## src/rtl/bcd4_scan_ctrl.sv

```systemverilog
// rtl/bcd4_scan_ctrl.sv - four-digit BCD run/pause/clear counter with multiplexed digit scan
//
// Purpose: cascades four 0..9 digit counters under an IDLE/RUN/PAUSE state
// machine and time-multiplexes the digits onto a one-hot select plus BCD value
// for a seven-segment display decoder.
//
// Optional feature: define BCD4_BLANK_EN for leading-zero blanking of DIGSEL.
//
// Ports:
//   CLK     in   rising-edge clock
//   RST     in   asynchronous active-high reset
//   START   in   request RUN (from IDLE or PAUSE)
//   STOP    in   request PAUSE (from RUN)
//   CLR     in   clear counts, return to IDLE (highest priority)
//   INC     in   count strobe, honoured while in RUN
//   CNT     out  packed digits, [3:0] ones .. [15:12] thousands
//   OV      out  one-cycle pulse on the 9999 -> 0000 wrap
//   RUN     out  high while in RUN
//   DIGSEL  out  one-hot display digit select
//   DIGVAL  out  BCD value of the selected digit
module bcd4_scan_ctrl #(
  parameter int SCAN_DIV = 1000
) (
  input  logic        CLK,
  input  logic        RST,
  input  logic        START,
  input  logic        STOP,
  input  logic        CLR,
  input  logic        INC,
  output logic [15:0] CNT,
  output logic        OV,
  output logic        RUN,
  output logic [3:0]  DIGSEL,
  output logic [3:0]  DIGVAL
);

  localparam int DW = (SCAN_DIV > 2) ? $clog2(SCAN_DIV) : 1;
  localparam logic [DW-1:0] DIV_TERM = DW'(SCAN_DIV - 1);

  typedef enum logic [1:0] {
    S_IDLE  = 2'd0,
    S_RUN   = 2'd1,
    S_PAUSE = 2'd2
  } state_t;

  state_t        state_q, state_d;
  logic          run_q, run_d;
  logic [15:0]   cnt_q, cnt_d;
  logic          ov_q, ov_d;
  logic [DW-1:0] div_q, div_d;
  logic [1:0]    idx_q, idx_d;
  logic [3:0]    digsel_q, digsel_d;
  logic [3:0]    digval_q, digval_d;
  logic          count_en;

  // State register
  always_ff @(posedge CLK or posedge RST) begin
    if (RST) begin
      state_q <= S_IDLE;
      run_q   <= 1'b0;
    end else begin
      state_q <= state_d;
      run_q   <= run_d;
    end
  end

  // Next-state logic, priority CLR > STOP > START
  always_comb begin
    state_d = state_q;
    if (CLR) begin
      state_d = S_IDLE;
    end else begin
      case (state_q)
        S_IDLE:  if (START) state_d = S_RUN;
        S_RUN:   if (STOP)  state_d = S_PAUSE;
        S_PAUSE: if (START) state_d = S_RUN;
        default: state_d = S_IDLE;
      endcase
    end
  end

  // Output logic: RUN is registered from the next state so it changes on the
  // same edge that samples START/STOP/CLR.
  always_comb begin
    run_d = (state_d == S_RUN);
  end

  // Counting is gated by the current state, so START+INC in IDLE does not count
  // while STOP+INC in RUN does.
  assign count_en = (state_q == S_RUN) && INC;

  // Carry resolves combinationally through all four digits in one cycle.
  always_comb begin
    logic carry;
    cnt_d = cnt_q;
    carry = count_en;
    for (int k = 0; k < 4; k++) begin
      if (carry) begin
        cnt_d[4*k +: 4] = (cnt_q[4*k +: 4] == 4'd9) ? 4'd0 : cnt_q[4*k +: 4] + 4'd1;
      end
      carry = carry && (cnt_q[4*k +: 4] == 4'd9);
    end
    // Carry out of the thousands digit is exactly the 9999 -> 0000 wrap.
    ov_d = carry;
    if (CLR) begin
      cnt_d = '0;
      ov_d  = 1'b0;
    end
  end

  // Scan divider and digit index run in every state.
  always_comb begin
    if (div_q == DIV_TERM) begin
      div_d = '0;
      idx_d = idx_q + 2'd1;
    end else begin
      div_d = div_q + DW'(1);
      idx_d = idx_q;
    end
  end

  // Select and value follow the index being loaded, so both change on the
  // divider wrap edge; the value is taken from the digit registers and thus
  // trails CNT by one cycle.
  always_comb begin
    digval_d = cnt_q[{idx_d, 2'b00} +: 4];
    digsel_d = 4'b0001 << idx_d;
`ifdef BCD4_BLANK_EN
    begin
      logic [3:0] upper_zero;
      // upper_zero[k]: digits k..3 are all zero
      upper_zero[3] = (cnt_q[15:12] == 4'd0);
      upper_zero[2] = upper_zero[3] && (cnt_q[11:8] == 4'd0);
      upper_zero[1] = upper_zero[2] && (cnt_q[7:4] == 4'd0);
      upper_zero[0] = upper_zero[1] && (cnt_q[3:0] == 4'd0);
      if ((idx_d != 2'd0) && upper_zero[idx_d]) begin
        digsel_d = 4'b0000;
      end
    end
`else
`endif
  end

  always_ff @(posedge CLK or posedge RST) begin
    if (RST) begin
      cnt_q    <= '0;
      ov_q     <= 1'b0;
      div_q    <= '0;
      idx_q    <= 2'd0;
      digsel_q <= 4'b0001;
      digval_q <= 4'h0;
    end else begin
      cnt_q    <= cnt_d;
      ov_q     <= ov_d;
      div_q    <= div_d;
      idx_q    <= idx_d;
      digsel_q <= digsel_d;
      digval_q <= digval_d;
    end
  end

  assign CNT    = cnt_q;
  assign OV     = ov_q;
  assign RUN    = run_q;
  assign DIGSEL = digsel_q;
  assign DIGVAL = digval_q;

endmodule
```

## config.mk

```make
export PLATFORM = sky130hd
export DESIGN_NAME = bcd4_scan_ctrl
export DESIGN_NICKNAME = d
export VERILOG_FILES = /design/src/rtl/bcd4_scan_ctrl.sv
export SDC_FILE = /design/constraint.sdc
export NUM_CORES = 1
export LEC_CHECK = 0
export CAP_MARGIN = 20
export CORE_AREA = 2 2 66 68
export CTS_BUF_LIST = sky130_fd_sc_hd__clkbuf_16
export DETAILED_ROUTE_END_ITERATION = 10
export DIE_AREA = 0 0 68 70
export GPL_TIMING_DRIVEN = 0
export PLACE_DENSITY = 0.77
export REMOVE_ABC_BUFFERS = 1
export SLEW_MARGIN = 25
export SYNTH_ARGS = -nofsm -noshare
export SYNTH_HDL_FRONTEND = slang
export SYNTH_SLANG_ARGS = --single-unit
```

## constraint.sdc

```tcl
create_clock -name CLK -period 2.2 [get_ports CLK]
set_input_delay 0.44 -clock CLK [delete_from_list [all_inputs] [get_ports CLK]]
set_output_delay 0.44 -clock CLK [all_outputs]
set_load 0.02 [all_outputs]
```

==> out/metrics.cfg, run 1 <==
[floorplanning]
ios = 32
start_util = 0.5021
fp.dieH_um = 70
coreArea_sq_um = 4144
die_area_sq_um = 4760
rows = 24
die_w_um = 68

[yosys]
synth_top_family_by_area = simple AND/OR/NAND/NOR gates
avgSynthCellArea_sq_um = 10.30
synth-adder-area-share = 0.05412
synth_area_leaders = dfrtp_1 (47%), ha_1 (5.4%), mux2i_1 (4.3%), a21oi_1 (3.8%), nand2_1 (2.9%)
netlist_instances = 202
synth_edf_count = 0
synth_seq_cells = 40
synth_largest_area_cell = dfrtp_1
async_flop_share = 1.000
synth-xor-area-share = 0.04149
yosysWarnings = 0
synth_cell_type_count = 42
netlist.area_leader.share = 0.4690
synthMuxAreaShare = 0.04330
synth_compound_gate_area_share = 0.09020
synth_ff_type = dfrtp_1
synth-simple-area-share = 0.2471
syn_area_sq_um = 2081
synth-seq-area-share = 0.4817

[timing]
slew_headroom = 0.5059
fin_ws_ns = 0.1974
rsz0062_at_grt = false
fin_crit_ns = 2.003
drv_slew = 0
skew_ns = 0.003944
tightest_slew_ns = 0.7389
setup_viol = 0
max_freq_ghz = 0.4994
finalHoldViolCount = 0
hold_ws_ns = 0.4259
finalCritPeriodShare = 0.9103

[routing]
wl_mm = 3.851
wire_per_inst_um = 13.33
first_pass_iters = 4
drc = 0
drt_iter0_drc = 49
vias_per_cell = 5.439
dr_total_vias = 1572
antenna_left = 0

[flow_run]
timing.max_cap.violations = 0

[worst_setup_path]
crit_fanout = 10
worstPathArrival_ns = 2.19
crit_buf_inv = 1
crit_chain = inv_1 -> ha_1 -> and3b_1 -> nand4_4 -> or4b_1 -> a21oi_1
crit_required_ns = 2.39
slowest_delay_ns = 0.51
crit_path_end_kind = flip-flop
cp_top_family = simple AND/OR/NAND/NOR gates
cp_slowest_cell = or4b_1
path_class = flip-flop to flip-flop
start_kind = flip-flop

[clock_network]
clock_path_buffers = 2
clockRootBuffer = clkbuf_16
cts_tree = built
cts.clk_slew.worst_paths_ns = 0.06
cts.sinks = 40
cts_buffers = 5
htreeDepth = 2
clock_latency_ns = 0.28

[global_route]
grt_pass1_wl_mm = 6.513
grt_pass1_vias = 1482
grt_max_degree = 29
grtUsageTotal = 0.1840
grt.overflow.total = 0
antenna_found_initial = 0

[layout]
instances_no_fill = 289
drive_above_1_share = 0.08017
fillCellCount = 356
insertedDiodeCount = 0
area_growth_pct = 24.41
fin_nets = 252

[power]
p_leak_nw = 1.084
finalPower_mw = 1.473
ir_drop_v = 0.0003571
power.density_nw_per_um2 = 569.1

[placement]
place_inst = 280
place_ws_ns = -0.02388
io_buffer_count = 31
gp_congestion = 0.8192
dp_hpwl_mm = 2.743

[run_status]
status = complete, no violations

[hold_path]
hp-class = primary input to asynchronous set/reset pin

## final timing paths
check	start	end	slack, ns	cells past startpoint
worst min-delay path	RST	div_q[2]	0.43	2
max in group asynchronous	RST	CNT[1]	1.34	3
min in group CLK	div_q[0]	div_q[0]	0.48	1
worst min register to register	div_q[0]	div_q[0]	0.48	1
worst max-delay path	CNT[1]	CNT[14]	0.20	6
worst max register to register	CNT[1]	CNT[14]	0.20	6
## cells in the final DEF (no fill, tap or decap), drive strengths merged, types with 3 or more instances in the layout
cell and instances:
dfrtp 39, clkdlybuf4s50 31, nand2 16, a21oi 16
nor2 15, inv 14, or3 9, o21ai 9
mux2i 9, ha 9, nand3 8, nor2b 6
xor2 6, clkbuf 5, and3b 5, nor3 4
xnor2 3, nand2b 3, nor4 3, a222oi 3
nand4 3, buf 3
## where the power goes
group          leakage, nW  total [mW]  switching, mW  internal [mW]
combinational        0.482      0.0612         0.0361         0.0251
sequential           0.538       0.748        0.00565          0.742
clock               0.0648       0.664          0.259          0.405
total                 1.08        1.47          0.301           1.17
## cell usage after synthesis (all sizes together), types with 2 or more instances
master	instances
dfrtp	39
a21oi	16
nand2	16
nor2	15
inv	14
ha	9
mux2i	9
o21ai	9
or3	9
nand3	8
nor2b	6
xor2	6
and3b	5
nor3	4
a222oi	3
buf	3
clkbuf	3
nand2b	3
nand4	3
nor4	3
xnor2	3
and2	2
nand3b	2
## through the flow
stage            util  area (sq um)  setup TNS [ns]
4_1_cts        0.6247          2589               0
2_1_floorplan       -          2046               0
3_3_place_gp   0.5842          2421               0
3_5_place_dp   0.5891          2441        -0.02388
5_1_grt        0.6247          2589               0
6_report       0.6247          2589               0
## repair_timing
action,CTS,global route
gates resized for setup,0,0
endpoints found under the setup margin,1,0
buffers inserted,2,0
hold buffers,0,0
hold endpoints to repair,0,0
## worst register-to-register path, cell delays in order, from the launching register on
cell and delay (ns):
dfrtp_1 0.42, inv_1 0.10, ha_1 0.16, and3b_1 0.38
nand4_4 0.20, or4b_1 0.51, a21oi_1 0.15
## routing by layer
layer,vias up,global-route usage,part of all wire
met2,29,0.2913,0.51
met4,0,0.06444,0.0075
li1,773,-,-
met1,766,0.2279,0.44
met5,-,0,0
met3,4,0.06763,0.042
## cell type report
cell class,count,area [sq um],share of cell area
Timing Repair Buffer,34,345.3,0.1334
Inverter,14,52.55,0.02030
Clock buffer,5,125.1,0.04833
Sequential cell,40,1002,0.3871
Tap cell,52,65.06,0.02513
Multi-Input combinational cell,142,991.0,0.3828
Clock inverter,2,7.507,0.002900
## logic make-up after synthesis
family,after synthesis
mux,9
xor+xnor,9
flops,40
buf+inv,20
compound gates,31
simple gates,84
fa+ha+maj,9
## state kept, by name, summed over array words and instances, names as in the netlist
name / cells
CNT: 16
DIGVAL: 4
idx_q: 2
RUN: 1
DIGSEL: 4
div_q: 10
state_q: 2
OV: 1
Note: power is estimated with default switching activity, not from simulation.
==> run 2, diff against run 1 <==
--- a/config.mk
+++ b/config.mk
@@ -13,7 +13,7 @@
 export GPL_TIMING_DRIVEN = 0
 export PLACE_DENSITY = 0.77
 export REMOVE_ABC_BUFFERS = 1
-export SLEW_MARGIN = 25
+export SLEW_MARGIN = 20
 export SYNTH_ARGS = -nofsm -noshare
 export SYNTH_HDL_FRONTEND = slang
 export SYNTH_SLANG_ARGS = --single-unit
==> results of run 2 <==
No change in the layout: final DEF, timing and power equal those of run 1.
==> run 3, diff against run 2 <==
--- a/config.mk
+++ b/config.mk
@@ -6,12 +6,12 @@
 export NUM_CORES = 1
 export LEC_CHECK = 0
 export CAP_MARGIN = 20
-export CORE_AREA = 2 2 66 68
+export CORE_AREA = 2 2 70 65
 export CTS_BUF_LIST = sky130_fd_sc_hd__clkbuf_16
 export DETAILED_ROUTE_END_ITERATION = 10
-export DIE_AREA = 0 0 68 70
+export DIE_AREA = 0 0 72 67
 export GPL_TIMING_DRIVEN = 0
-export PLACE_DENSITY = 0.77
+export PLACE_DENSITY = 0.76
 export REMOVE_ABC_BUFFERS = 1
 export SLEW_MARGIN = 20
 export SYNTH_ARGS = -nofsm -noshare
==> run 3 against run 2 <==
Flip-flop and latch count stayed put. Routed wire length is 10% higher. Register-to-register slack better by 0.04 ns. Largest cell class unchanged. Global-route usage is 0.19 points higher. Final cell count stayed put. Combinational power hardly changed. Via count is 1.6% higher. First-iteration DRC count is 130% higher. Clock skew is 0.0023 ns higher.
==> out/metrics.cfg, run 3 (synthesized netlist as in run 1, its figures left out) <==
[global_route]
grt_max_degree = 27  ; -6.9%
grtUsageTotal = 0.1858  ; +0.001854
grt_pass1_wl_mm = 6.803  ; +4.5%
grt.overflow.total = 0  ; unchanged
grt_pass1_vias = 1479  ; -0.20%
antenna_found_initial = 0  ; unchanged

[timing]
slew_headroom = 0.5049  ; -0.0009210
rsz0062_at_grt = false
setup_viol = 0  ; unchanged
max_freq_ghz = 0.5108  ; +2.3%
fin_crit_ns = 1.958  ; -0.04494 ns
skew_ns = 0.006202  ; +0.002258 ns
finalHoldViolCount = 0  ; unchanged
finalCritPeriodShare = 0.8898  ; -0.02043
tightest_slew_ns = 0.7403  ; +0.001378 ns
drv_slew = 0  ; unchanged
fin_ws_ns = 0.2424  ; +0.04494 ns

[clock_network]
cts.clk_slew.worst_paths_ns = 0.06  ; about the same
clock_latency_ns = 0.28  ; about the same
cts_buffers = 5  ; unchanged
cts_tree = built
clockRootBuffer = clkbuf_16
hold_buffers = 0  ; unchanged
htreeDepth = 2  ; unchanged
clock_path_buffers = 2  ; unchanged
cts.sinks = 40  ; unchanged

[worst_setup_path]
cp_slowest_cell = dfrtp_1
crit_buf_inv = 2  ; +1
crit_path_end_kind = flip-flop
cp_top_family = flip-flops
path_class = flip-flop to flip-flop
crit_fanout = 6  ; -4
crit_required_ns = 2.33  ; -0.06 ns
slowest_delay_ns = 0.38  ; -0.13 ns
start_kind = flip-flop
crit_chain = ha_1 -> inv_1 -> nor3_4 -> buf_4 -> mux2i_1 -> a222oi_1
worstPathArrival_ns = 2.08  ; -0.11 ns

[floorplanning]
coreArea_sq_um = 4046  ; -2.4%
die_w_um = 72  ; +5.9%
die_area_sq_um = 4824  ; +1.3%
fp.dieH_um = 67  ; -4.3%
ios = 32  ; unchanged
start_util = 0.5142  ; +0.01211
rows = 22  ; -8.3%

[hold_path]
hp-class = primary input to asynchronous set/reset pin

[layout]
fillCellCount = 337  ; -5.3%
instances_no_fill = 289  ; unchanged
drive_above_1_share = 0.09959  ; +0.01942
final_cell_mix = dfrtp_1 (39), clkdlybuf4s50_1 (31), nand2_1 (16), a21oi_1 (16)
post-route-util = 0.6456  ; +0.02094
area_growth_pct = 25.56
seq_area_sq_um = 1002  ; unchanged
layout_commonest_cell = dfrtp_1
fin_nets = 255  ; +1.2%
multi_input_area_sq_um = 992.2  ; +0.13%
largest_reg_flops = 16  ; unchanged
insertedDiodeCount = 0  ; unchanged

[placement]
place_ws_ns = 0.01758  ; +0.04146 ns
io_buffer_count = 31  ; unchanged
dp_hpwl_mm = 2.947  ; +7.4%
gp_congestion = 0.7865  ; -4.0%
place_inst = 276  ; -1.4%

[power]
p_comb_frac = 0.041  ; about the same
pwr-share-clk = 0.455  ; +0.004
power.internal_mw = 1.176  ; +0.34%
p_seq_frac = 0.503  ; -0.005
ir_drop_v = 0.0004045  ; +13%
p_leak_nw = 1.112  ; +2.5%
swShare = 0.2081  ; +0.003752
power.density_nw_per_um2 = 568.5  ; -0.11%
p_sw_uw = 309.0  ; +2.7%
finalPower_mw = 1.485  ; +0.81%

[routing]
first_pass_iters = 4  ; unchanged
wl_mm = 4.237  ; +10%
drc = 0  ; unchanged
antenna_left = 0  ; unchanged
vias_per_cell = 5.526  ; +1.6%
dr_total_vias = 1597  ; +1.6%
wire_per_inst_um = 14.66  ; +10%
drt_iter0_drc = 112  ; +130%

[flow_run]
timing.max_cap.violations = 0  ; unchanged

[run_status]
status = complete, no violations

-- run 3: changes by cell type in the layout (fill, tap and decap cells not counted), sizes merged --
cell,before,now
buf,3,6
clkinv,2,1
inv,14,16
-- run 3: path summary, 6_finish.rpt --
kind                          start   endpoint  slack (ns)  depth (start not counted)
max reg2reg                div_q[0]  DIGVAL[2]        0.24                          6
min                             RST    CNT[12]        0.44                          2
max in group asynchronous       RST  DIGSEL[0]        1.25                          3
min reg2reg                div_q[0]   div_q[0]        0.47                          1
max                        div_q[0]  DIGVAL[2]        0.24                          6
min in group CLK           div_q[0]   div_q[0]        0.47                          1
-- run 3: cell type report --
cell class / instances / area share
clock buffer: 5 / 0.04789
timing repair buffer: 37 / 0.1408
clock inverter: 3 / 0.004789
sequential: 40 / 0.3836
tap: 48 / 0.02299
inverter: 14 / 0.02011
multi-input combinational: 142 / 0.3798
-- run 3: worst register-to-register path: stages (launching register included) --
cell      delay [ns]
dfrtp_1         0.38
ha_1            0.30
inv_1           0.13
nor3_4          0.26
buf_4           0.21
mux2i_1         0.37
a222oi_1        0.17
-- run 3: power groups by stage --
stage | Sequential, mW | Combinational (mW) | Clock [mW]
CTS | 0.747 | 0.0625 | 0.687
global placement | 0.760 | 0.0577 | 0
global route | 0.748 | 0.0683 | 0.727
finish | 0.747 | 0.0612 | 0.676
detailed placement | 0.760 | 0.0625 | 0
floorplan | 0.764 | 0.0242 | 0
-- run 3: through the flow --
step           hold WS, ns  cell area, sq um  TNS (ns)
2_1_floorplan       0.4479              2046         0
3_3_place_gp        0.4711              2416   -0.8447
3_5_place_dp        0.4808              2436         0
4_1_cts             0.4526              2574         0
5_1_grt             0.4749              2613         0
6_report            0.4396              2613         0
-- run 3: repair_timing --
| item | CTS | global route |
|---|---|---|
| gates resized for setup | 0 | 1 |
| setup endpoints to repair | 0 | 5 |
| buffers inserted | 0 | 5 |
-- run 3: layer usage --
layer / vias up / GRT usage / wire (um)
li1: 777 / - / -
met1: 779 / 0.2435 / 2004
met2: 36 / 0.3067 / 2038
met3: 5 / 0.03631 / 141
met4: 0 / 0.06604 / 53
met5: - / 0 / 0
